File: config.mk
export PLATFORM = sky130hd
export DESIGN_NAME = fetch_buffer
export DESIGN_NICKNAME = d
export VERILOG_FILES = /design/src/rtl/fetch_buffer.sv
export SDC_FILE = /design/constraint.sdc
export NUM_CORES = 1
export LEC_CHECK = 0
export BUFFER_PORTS_ARGS = -buffer_cell sky130_fd_sc_hd__buf_2
export CORE_ASPECT_RATIO = 1.4
export CORE_UTILIZATION = 57
export DETAILED_ROUTE_END_ITERATION = 10
export PLACE_DENSITY = 0.9
export SYNTH_ARGS = -nofsm -noshare
export SYNTH_HDL_FRONTEND = slang
export SYNTH_SLANG_ARGS = --single-unit
File: constraint.sdc
create_clock -name clk -period 7 [get_ports clk]
set_clock_uncertainty 0.1 [all_clocks]
set_input_delay 0.35 -clock clk [delete_from_list [all_inputs] [get_ports clk]]
set_output_delay 0.35 -clock clk [all_outputs]
set_load 0.01 [all_outputs]
File: src/rtl/fetch_buffer.sv
// fetch_buffer: RV32I fetch stage that owns the PC and issues in-order word reads.
// It presents {pc, insn} pairs from a 2-entry buffer over valid/ready and flushes on redirect.
// Optional macro FETCH_MISALIGN_CHECK_EN: a misaligned redirect sets sticky misalign_o and halts fetch.
module fetch_buffer #(
  parameter int                AWIDTH    = 32,
  parameter int                DWIDTH    = 32,
  parameter logic [AWIDTH-1:0] BASE_ADDR = AWIDTH'(32'h0100_0000)
) (
  input  logic              clk,
  input  logic              rst,
  output logic              imem_req_o,
  output logic [AWIDTH-1:0] imem_addr_o,
  input  logic              imem_rsp_valid_i,
  input  logic [DWIDTH-1:0] imem_rdata_i,
  input  logic              redirect_i,
  input  logic [AWIDTH-1:0] redirect_pc_i,
  output logic              valid_o,
  input  logic              ready_i,
  output logic [AWIDTH-1:0] pc_o,
  output logic [DWIDTH-1:0] insn_o,
  output logic              misalign_o
);

  typedef enum logic [0:0] {
    ST_RUN  = 1'b0,
    ST_HALT = 1'b1
  } state_t;

  state_t            state_r;
  state_t            state_next_s;

  logic [AWIDTH-1:0] pc_r;
  logic [AWIDTH-1:0] pc_next_s;
  logic [AWIDTH-1:0] redirect_target_s;

  logic [AWIDTH-1:0] buf_pc_r   [2];
  logic [DWIDTH-1:0] buf_insn_r [2];
  logic [AWIDTH-1:0] pcq_r      [2];

  logic              head_r;
  logic              tail_r;
  logic              pcq_wr_r;
  logic              pcq_rd_r;

  logic [1:0]        count_r;
  logic [1:0]        count_next_s;
  logic [1:0]        out_r;
  logic [1:0]        out_next_s;
  logic [1:0]        drop_r;
  logic [1:0]        drop_next_s;
  logic [2:0]        inflight_s;

  logic              valid_r;
  logic              valid_next_s;
  logic              misalign_hit_s;
  logic              req_s;
  logic              rsp_s;
  logic              push_s;
  logic              pop_s;

  // Redirect target and misalignment detection.
  always_comb begin
`ifdef FETCH_MISALIGN_CHECK_EN
    redirect_target_s = redirect_pc_i;
    misalign_hit_s    = redirect_i && (redirect_pc_i[1:0] != 2'b00);
`else
    redirect_target_s = redirect_pc_i & ~AWIDTH'(2'b11);
    misalign_hit_s    = 1'b0;
`endif
  end

  // Request, response, handshake and next-state bookkeeping.
  always_comb begin
    inflight_s   = {1'b0, count_r} + {1'b0, out_r};
    req_s        = 1'b0;
    rsp_s        = imem_rsp_valid_i && (out_r != 2'd0);
    push_s       = 1'b0;
    pop_s        = valid_r && ready_i && !redirect_i;
    pc_next_s    = pc_r;
    count_next_s = count_r;
    drop_next_s  = drop_r;
    out_next_s   = out_r;

    if ((state_r == ST_RUN) && !rst && !redirect_i && (inflight_s < 3'd2)) begin
      req_s = 1'b1;
    end else begin
      req_s = 1'b0;
    end

    // A response is consumed either way; it only lands in the buffer when not stale.
    if (rsp_s && (drop_r == 2'd0) && !redirect_i) begin
      push_s = 1'b1;
    end else begin
      push_s = 1'b0;
    end

    out_next_s = out_r + {1'b0, req_s} - {1'b0, rsp_s};

    if (redirect_i) begin
      pc_next_s    = redirect_target_s;
      count_next_s = 2'd0;
      drop_next_s  = out_next_s;
    end else begin
      if (req_s) begin
        pc_next_s = pc_r + AWIDTH'(3'd4);
      end else begin
        pc_next_s = pc_r;
      end
      count_next_s = count_r + {1'b0, push_s} - {1'b0, pop_s};
      if (rsp_s && (drop_r != 2'd0)) begin
        drop_next_s = drop_r - 2'd1;
      end else begin
        drop_next_s = drop_r;
      end
    end
  end

  // FSM next-state: a misaligned redirect parks fetch until reset.
  always_comb begin
    state_next_s = state_r;
    case (state_r)
      ST_RUN: begin
        if (misalign_hit_s) begin
          state_next_s = ST_HALT;
        end else begin
          state_next_s = ST_RUN;
        end
      end
      ST_HALT: state_next_s = ST_HALT;
      default: state_next_s = ST_RUN;
    endcase
    valid_next_s = (count_next_s != 2'd0) && (state_next_s == ST_RUN);
  end

  // FSM state, PC, counters and pointers.
  always_ff @(posedge clk) begin
    if (rst) begin
      state_r  <= ST_RUN;
      pc_r     <= BASE_ADDR;
      count_r  <= 2'd0;
      out_r    <= 2'd0;
      drop_r   <= 2'd0;
      valid_r  <= 1'b0;
      head_r   <= 1'b0;
      tail_r   <= 1'b0;
      pcq_wr_r <= 1'b0;
      pcq_rd_r <= 1'b0;
    end else begin
      state_r <= state_next_s;
      pc_r    <= pc_next_s;
      count_r <= count_next_s;
      out_r   <= out_next_s;
      drop_r  <= drop_next_s;
      valid_r <= valid_next_s;
      // Flushing collapses the tail onto the head so pc_o does not move while empty.
      if (redirect_i) begin
        tail_r <= head_r;
      end else begin
        if (push_s) begin
          tail_r <= ~tail_r;
        end
        if (pop_s) begin
          head_r <= ~head_r;
        end
      end
      if (req_s) begin
        pcq_wr_r <= ~pcq_wr_r;
      end
      if (rsp_s) begin
        pcq_rd_r <= ~pcq_rd_r;
      end
    end
  end

  // Instruction buffer and in-flight PC queue storage.
  always_ff @(posedge clk) begin
    if (rst) begin
      for (int i = 0; i < 2; i++) begin
        buf_pc_r[i]   <= {AWIDTH{1'b0}};
        buf_insn_r[i] <= {DWIDTH{1'b0}};
        pcq_r[i]      <= {AWIDTH{1'b0}};
      end
    end else begin
      if (push_s) begin
        buf_pc_r[tail_r]   <= pcq_r[pcq_rd_r];
        buf_insn_r[tail_r] <= imem_rdata_i;
      end
      if (req_s) begin
        pcq_r[pcq_wr_r] <= pc_r;
      end
    end
  end

`ifdef FETCH_MISALIGN_CHECK_EN
  logic misalign_r;

  // Sticky misaligned-redirect flag.
  always_ff @(posedge clk) begin
    if (rst) begin
      misalign_r <= 1'b0;
    end else begin
      misalign_r <= misalign_r | misalign_hit_s;
    end
  end

  assign misalign_o = misalign_r;
`else
  assign misalign_o = 1'b0;
`endif

  assign imem_req_o  = req_s;
  assign imem_addr_o = pc_r;
  assign valid_o     = valid_r;
  assign pc_o        = buf_pc_r[head_r];
  assign insn_o      = buf_insn_r[head_r];

endmodule
* Word level (Yosys, flattened, before mapping)
Memory sizes are Yosys's and may differ from the RTL's. A register that Yosys moved wholly into a read port is not among the register bits.
Index checks and enable logic that the tools add are counted.
** Word-level totals
- Register bits :: 44
- Bits in latches :: 0
- Bits in writable memories :: 192
- Bits in read-only memories :: 0
- Output and inout bits :: 99
- Memories :: 3
** Memories
- buf_insn_r :: depth 2, width 32, rd ports 1, clocked after Yosys merged registers in 1, write ports 2, line 37 : logic [DWIDTH-1:0] buf_insn_r [2];
- buf_pc_r :: depth 2, width 32, rd ports 1, clocked after Yosys merged registers in 1, write ports 2, line 36 : logic [AWIDTH-1:0] buf_pc_r [2];
- pcq_r :: depth 2, width 32, rd ports 1, clocked after Yosys merged registers in 1, write ports 2, line 38 : logic [AWIDTH-1:0] pcq_r [2];
** Cells by class
- $add $sub $neg :: 7
- Multipliers :: 0
- Div/mod/pow operators :: 0
- Order comparisons :: 1
- Eq/ne operators :: 0
- Shifts and indexed selects :: 0
- Mux-type cells :: 33
- Bitwise gates (word level) :: 7
- Reduce and logical (&&, ||, !) cells :: 24
** Operator list (count)
- 32-bit two-way mux :: 5
- 32-bit OR reduction :: 3
- 32-bit by 3-bit adder with 32-bit output (second input constant) :: 1
- 1-bit two-way mux :: 24
- 2-bit nonzero test :: 6
- 1-bit logical AND :: 10
- 1-bit inverter :: 7
- 2-bit two-way mux :: 3
- 2-bit by 1-bit adder with 2-bit output :: 2
- 2-bit by 1-bit subtractor with 2-bit output :: 2
- 2-bit by 2-bit adder with 3-bit output :: 1
- 3-bit by 2-bit < comparator with 1-bit output (second input constant) :: 1
- 1-bit zero test :: 2
- 2-bit zero test :: 1
- 1-bit one-hot mux with 2 select lines :: 1
- 2-bit AND reduction :: 1
- 2-bit OR reduction :: 1
- 2-bit by 1-bit subtractor with 2-bit output (second input constant) :: 1

* Logic depth before layout (Yosys ltp)
Gate-level depths: netlist of the first run.
- Depth after elaboration :: 10
- Depth in mapped cells :: 11
- Mapped depth without buffers :: 10

* Worst setup path before layout of the first run
Ideal clock, no wire load.
- Kind :: register to register
- Start point :: register out_r[1]
- End point :: memory buf_insn_r[0][0] (enable)
- Setup time :: 0.568 ns
- Arrival time :: 5.169 ns
- Data required time :: 6.332 ns
- Setup slack :: 1.163 ns
- Cell stages (with the launch flop) :: 4
- Buffers on the path :: 0
- Period minus slack after synthesis :: 5.837 ns
- Cell sequence :: dfxtp_1 > o21ai_1 > nand3b_1 > o21ai_0
** RTL lines
- start, declared :: line 47 : logic [1:0] out_r;
- start signal, assigned :: line 152 : out_r <= out_next_s;
- end, declared :: line 37

* Worst setup path after layout of the first run
- Start point :: register out_r[0]
- End point :: output imem_req_o
** On the way
- Word-level cells in the longest chain between the ends :: 4
** Ends and longest elaborated chain
- 2-bit by 2-bit adder with 3-bit output :: line 74 : inflight_s = {1'b0, count_r} + {1'b0, out_r};
- 3-bit by 2-bit < comparator with 1-bit output :: line 84 : if ((state_r == ST_RUN) && !rst && !redirect_i && (inflight_s < 3'd2)) begin
- 1-bit logical AND :: line 84
- 1-bit two-way mux :: line 84
- end, declared :: line 11 : output logic imem_req_o,
Every way passes these cells.

==> summary.txt, run 1 <==
Final layout
  • Nets: 1042
  • # diodes: 0
  • Finished Core Util: between 60% and 70%
  • Non-filler cells, final: 1217
  • Layout cell share with drive strength beyond 1: 28.75%
  • Layout Area Growth over Synthesis: 15.89%

Status
  • Outcome: finished, final reports clean

Clock tree
  • CTS Buf Count: 21
  • Clk root buf: clkbuf_16
  • # resized after CTS: 0
  • H-tree depth: 1
  • Worst-Skew Late Latency: 0.50 ns
  • Sink Count: about 230
  • Clock Tree Buf Depth: 3
  • CTS tree: yes
  • Clk slew on worst S/H paths: 0.07 ns

Synth
  • Post-synthesis sequential area ratio: 61.74%
  • Mean Syn Cell Area: around 13 µm²
  • Synth Instances: 824
  • Synthesized cell area: just over 10000 µm²
  • Yosys cell types: 61
  • Synth Flop Type: edfxtp_1
  • FFs w/ async S/R, synth: 0%
  • Synth Register Bits: about 230
  • Synth warnings: 0
  • Number of flops mapped to enable cells by yosys: 184

Routing
  • Drc violations: 0
  • Vias per inst: 5.752
  • Routed Antenna Nets: 0
  • Via count: roughly 7.0k
  • Wirelength per Cell: 17.81 µm
  • Total Wirelength: 21670 µm
  • Initial drt markers: just under 500
  • DR pass1 iterations: 5

Floorplanning
  • Die X: 115.9 µm
  • Die area: 18700 µm²
  • Core Region: approximately 18000 µm²
  • Row Count: 57
  • Io pins: 168
  • Die Ht: 161.4 µm
  • Initial Util: between 50% and 60%

STA
  • Fmax: around 0.3 GHz
  • Final Cycle Share: between 40% and 50%
  • Worst-margin pin slew: 1.246 ns
  • Final Hold Fails: 0
  • Final setup viols: 0
  • RSZ-0062 raised after global routing: no
  • Pins over their slew limit: 0
  • Min Hold Slack: 0.01356 ns
  • Tmin final: 3.396 ns
  • Worst slew margin: 16.72%
  • TNS Setup: 0 ns

Critical path
  • Worst path cell trace: and2_1 -> fa_1 -> or4_4 -> inv_1 -> buf_4 -> buf_2
  • Setup CP Type: flop to output port
  • Data required, critical path: 6.55 ns
  • Delay-heaviest family, CP: simple AND/OR/NAND/NOR gates
  • Critical path endpoint category: output port
  • Crit path depth: 6
  • Reg2reg start: out_r[0]
  • Critical Path Source: out_r[0]
  • Max stage delay on crit path: 0.64 ns
  • Flop2flop setup slack: 3.61 ns
  • Worst path slowest cell: or4_4
  • Reg-to-Reg End: pcq_r[1][9]
  • Worst-path maximum fanout: 42
  • Startpoint types: flop
  • Buf/Inv on CP: 3
  • Worst path arrival time: between 2 and 3 ns
  • Register-to-Register Path Depth: 6
  • Crit path capture: imem_req_o

Global route
  • Pin count of the biggest net entering global routing: 63
  • Total GRT Usage: 23.68%
  • Vias in the first global route: between 7k and 8k
  • Initial antenna violation count: 0
  • Remaining Overflow, GRT: 0
  • First-pass GRT wire length: 34690 µm

Power
  • Worst-case vdd ir drop: 181.5 µV
  • Flop pwr share: 50.3%
  • NetSw: 0.8041 mW
  • Design Power: 3.268 mW
  • Net Sw Frac: 24.60%
  • Int Pwr: 2.464 mW
  • Logic gate share of total power: 13.8%
  • Clock group share of total power: 35.9%
  • Leak: 4.809 nW
  • PwrDens: 272.6 nW/µm²

Job
  • Max Cap Viol: 0

Placed design
  • Inst Count DP: between 1k and 1.5k
  • # port buffers: 160
  • DP HPWL: between 10000 and 15000 µm
  • Placer Congestion: 0.9414

Worst hold path
  • Hold Path Class: primary input to flop
[synthesized netlist by cell type, types with 3 or more instances]
library cell | count | area share, %
dfxtp_1 | 43 | 8.3
a311oi_1 | 8 | 0.68
ha_1 | 6 | 0.73
a211oi_1 | 12 | 0.87
nand2_1 | 37 | 1.3
clkbuf_1 | 41 | 1.5
a21oi_1 | 8 | 0.39
or4_1 | 4 | 0.29
nand3_1 | 10 | 0.48
o221ai_1 | 4 | 0.34
inv_1 | 11 | 0.40
xnor2_1 | 8 | 0.68
xor2_1 | 8 | 0.68
buf_6 | 3 | 0.33
o21ai_0 | 11 | 0.53
nor3_1 | 8 | 0.39
and3_1 | 41 | 2.5
or3_1 | 5 | 0.30
and2_1 | 93 | 5.6
clkbuf_8 | 4 | 0.53
nand4_1 | 15 | 0.91
nor4_1 | 7 | 0.42
mux2_2 | 64 | 7.0
nor2b_1 | 3 | 0.18
buf_4 | 5 | 0.36
o31ai_1 | 3 | 0.22
mux2i_1 | 30 | 2.9
and4_1 | 8 | 0.68
nor2_1 | 95 | 3.4
edfxtp_1 | 184 | 53
[power by group through the flow]
stage | Combinational (mW) | Sequential, mW | Clock, mW
floorplan | 0.314 | 1.66 | 0
global placement | 0.434 | 1.66 | 0
detailed placement | 0.450 | 1.67 | 0
CTS | 0.455 | 1.64 | 1.19
global route | 0.496 | 1.65 | 1.24
finish | 0.451 | 1.64 | 1.17
[metal layers]
| layer | up-vias | routed length [µm] | track usage, % |
|---|---|---|---|
| met2 | 249 | 11470 | 43.24 |
| li1 | 3286 | - | - |
| met1 | 3413 | 8293 | 27.93 |
| met5 | - | 0 | 0 |
| met4 | 0 | 699 | 9.441 |
| met3 | 52 | 1207 | 2.702 |
[registers in the layout (all words and copies together), names as in the netlist, named ones only]
register,flops
buf_insn_r,64
buf_pc_r,60
count_r,2
drop_r,2
head_r,1
imem_addr_o,30
out_r,2
pcq_r,60
pcq_rd_r,1
pcq_wr_r,1
tail_r,1
valid_o,1
[worst reg2reg max path, delay by kind of cell, from the launching register on]
family / cells / cell delay (ns)
simple gates: 4 / 1.85
fa+ha+maj: 1 / 0.58
flops: 1 / 0.34
buf+inv: 1 / 0.12
[layout make-up]
class | count | area, µm²
timing repair buffer | 173 | 905.9
clock buffer | 28 | 551.8
clock inverter | 10 | 150.1
sequential | 227 | 6387
inverter | 11 | 41.29
fill | 1268 | 5557
tap | 236 | 295.3
multi-input combinational | 532 | 3656
[timing repair]
action	CTS	global route
buffers inserted	0	0
hold endpoints to repair	3	0
hold buffers	3	0
[stage by stage]
step | worst slack, ns | instance area, µm²
floorplan | 1.163 | 10360
global placement | 3.347 | 11260
detailed placement | 3.208 | 11260
CTS | 3.609 | 11990
global route | 3.395 | 11990
finish | 3.604 | 11990
[cells in the final DEF (no fill, tap or decap), drive strengths merged, types with 5 or more instances in the layout]
cell type,netlist,layout
nand3,12,12
or4,6,6
or3,6,6
nor3,8,8
conb,1,5
dfxtp,43,43
xnor2,8,8
nand2,37,37
clkbuf,46,28
edfxtp,184,184
and2,95,95
nor4,8,8
mux2i,30,30
ha,6,6
inv,11,12
a211oi,12,12
o21ai,12,12
mux2,64,64
and4,8,8
a21oi,8,8
buf,12,170
nor2,95,95
and3,43,43
clkinv,0,5
a311oi,8,8
nand4,15,15
xor2,8,8
[how the worst min path moves through the flow]
stage                            from               to  slack, ns  cells after the start
global placement             pcq_rd_r             flop       0.38                      2
floorplan                    pcq_rd_r             flop       0.37                      2
detailed placement             head_r           tail_r       0.42                      1
finish              redirect_pc_i[11]  imem_addr_o[11]       0.01                      3
global route        redirect_pc_i[11]  imem_addr_o[11]       0.02                      3
CTS                 redirect_pc_i[11]  imem_addr_o[11]       0.01                      3
[cells by family (layout without fill, tap and decap cells)]
group | count (synthesis) | in the layout | synth area share [%]
and+or+nand+nor | 344 | 344 | 18.18
DFF | 227 | 227 | 61.74
muxes | 94 | 94 | 9.871
buffers and inverters | 69 | 222 | 3.326
AOI/OAI and AO/OA | 66 | 66 | 4.572
xor gates and xnor gates | 16 | 16 | 1.355
adders and majority gates | 7 | 7 | 0.9193
other | 1 | 5 | 0.03625
(Power assumes the default switching activity.)
==> inputs of run 2 (changes only) <==
==> constraint.sdc (replaced) <==
create_clock -name clk -period 3.5 [get_ports clk]
set_clock_uncertainty 0.1 [all_clocks]
set_input_delay 0.175 -clock clk [delete_from_list [all_inputs] [get_ports clk]]
set_output_delay 0.175 -clock clk [all_outputs]
set_load 0.01 [all_outputs]
==> summary.txt, run 2 (same netlist as run 1, synthesis figures left out) <==
Status
  • Outcome: finished, final reports clean

Global route
  • Total GRT Usage: 25.27% (+1.6 points)
  • First-pass GRT wire length: 36830 µm (+6.2%)
  • Vias in the first global route: 7417 (+5.8%)
  • Pin count of the biggest net entering global routing: 48 (-24%)
  • Initial antenna violation count: 0 (unchanged)
  • Remaining Overflow, GRT: 0 (unchanged)

Critical path
  • Worst path arrival time: 2.76 ns (-0.19 ns)
  • Setup CP Type: flop to output port
  • Data required, critical path: 3.22 ns (-3.33 ns)
  • Critical path endpoint category: output port
  • Worst-path maximum fanout: 13 (-69%)
  • Startpoint types: flop

Final layout
  • Most frequent cells in the layout: edfxtp_1 (184), buf_2 (160), nor2_1 (95)
  • Most common cell after layout, fill and taps aside: edfxtp_1
  • Nets: 1109 (+6.4%)
  • Max reg flops: 64 (unchanged)
  • Largest regs: buf_insn_r x64, buf_pc_r x60, pcq_r x60
  • # diodes: 0 (unchanged)
  • Largest Register: buf_insn_r
  • Layout cell share with drive strength beyond 1: 28.08% (-0.67 points)
  • Non-filler cells, final: 1283 (+5.4%)
  • Layout Area Growth over Synthesis: 22.64%

STA
  • TNS Setup: 0 ns (unchanged)
  • Final Hold Fails: 0 (unchanged)
  • Fmax: 0.3294 GHz
  • Final Cycle Share: 86.73%
  • Tmin final: 3.035 ns
  • Final setup viols: 0 (unchanged)
  • Pins over their slew limit: 0 (unchanged)
  • RSZ-0062 raised after global routing: no
  • Worst-margin pin slew: 1.010 ns (-0.2366 ns)
  • Worst slew margin: 32.60% (+16 points)

Floorplanning
  • Initial Util: 58.96% (unchanged)
  • Io pins: 168 (unchanged)
  • Core Region: 17540 µm² (unchanged)
  • Die area: 18700 µm² (unchanged)
  • Row Count: 57 (unchanged)
  • Die Ht: 161.4 µm (unchanged)
  • Die X: 115.9 µm (unchanged)

Clock tree
  • Worst-Skew Late Latency: 0.49 ns (about the same)
  • # resized after CTS: 0 (unchanged)
  • Hold_buf cts: 62 (+59)
  • Sink Count: 227 (unchanged)
  • CTS Buf Count: 21 (unchanged)
  • CTS tree: yes
  • Clk root buf: clkbuf_16
  • H-tree depth: 1 (unchanged)
  • Clock Tree Buf Depth: 3 (unchanged)
  • Clk slew on worst S/H paths: 0.06 ns (about the same)
  • Post-CTS Setup Repair Bufs: 0 (unchanged)

Placed design
  • Placer Congestion: 0.9687 (+2.9%)
  • # port buffers: 160 (unchanged)
  • Inst Count DP: 1184 (+0.68%)
  • DP HPWL: 14670 µm (+3.8%)

Routing
  • Top sig layer: met4
  • Via count: 7256 (+3.7%)
  • Drc violations: 0 (unchanged)
  • DR pass1 iterations: 5 (unchanged)
  • WL met3: 1491 µm (+24%)
  • Initial drt markers: 444 (-8.8%)
  • Total Wirelength: 23190 µm (+7.0%)
  • Vias per inst: 5.655 (-1.7%)
  • Wirelength per Cell: 18.07 µm (+1.5%)
  • Routed Antenna Nets: 0 (unchanged)
  • Met1 WL: 8696 µm (+4.9%)
  • Met2 Wirelength: 12130 µm (+5.7%)

Worst hold path
  • Hold Path Class: primary input to flop

Power
  • Leak: 5.106 nW (+6.2%)
  • Worst-case vdd ir drop: 385.3 µV (+110%)
  • Design Power: 6.605 mW (+100%)
  • PwrDens: 520.7 nW/µm² (+91%)

Job
  • Max Cap Viol: 0 (unchanged)
run 2: changes by cell type in the layout (fill, tap and decap cells not counted), moves of 2 or more:
cell | before | now
clkinv_1 | 3 | 0
buf_4 | 10 | 14
clkbuf_1 | 7 | 5
buf_12 | 0 | 4
clkbuf_8 | 0 | 2
dlygate4sd3_1 | 3 | 62
clkinvlp_4 | 0 | 3
run 2: layer usage:
| layer | vias up | GRT usage, % |
|---|---|---|
| li1 | 3419 | - |
| met1 | 3423 | 29.97 |
| met2 | 338 | 45.24 |
| met3 | 76 | 3.189 |
| met4 | 0 | 11.19 |
| met5 | - | 0 |
run 2: report_power, final:
part	switching (mW)	internal, mW	total (mW)
Sequential	0.141	3.15	3.29
Clock	0.947	1.37	2.32
Combinational	0.564	0.431	0.995
run 2: worst paths after layout:
| check | slack [ns] | startpoint | to | cells after the start |
|---|---|---|---|---|
| max | 0.46 | out_r[0] | imem_req_o | 6 |
| min | 0.02 | rst | imem_addr_o[9] | 2 |
| max reg2reg | 0.51 | out_r[0] | imem_addr_o[7] | 8 |
| min reg2reg | 0.46 | pcq_rd_r | flop | 2 |
run 2: per-stage QoR:
stage | setup slack [ns] | hold slack [ns] | util, % | area [µm²]
after global routing | 0.4013 | 0.03687 | 72.31 | 12690
after global placement | 0.5980 | 0.3003 | 64.78 | 11370
final | 0.4646 | 0.01689 | 72.31 | 12690
after detailed placement | 0.5569 | 0.3108 | 64.78 | 11370
after CTS | 0.5103 | 0.01007 | 72.31 | 12690
after floorplan | 0.07532 | 0.2128 | - | 10370
run 2: critical path: stages, from the launching register on:
cell and delay (ns):
dfxtp_1 0.33, and2_1 0.17, fa_1 0.55, or4_4 0.63, inv_1 0.23, buf_4 0.21
buf_2 0.15
run 2: final cells by class:
class | count | area (µm²)
timing repair buffer | 240 | 1607
multi-input combinational | 532 | 3656
clock buffer | 28 | 571.8
tap | 236 | 295.3
sequential | 227 | 6387
inverter | 11 | 41.29
fill | 1169 | 4858
clock inverter | 9 | 127.6
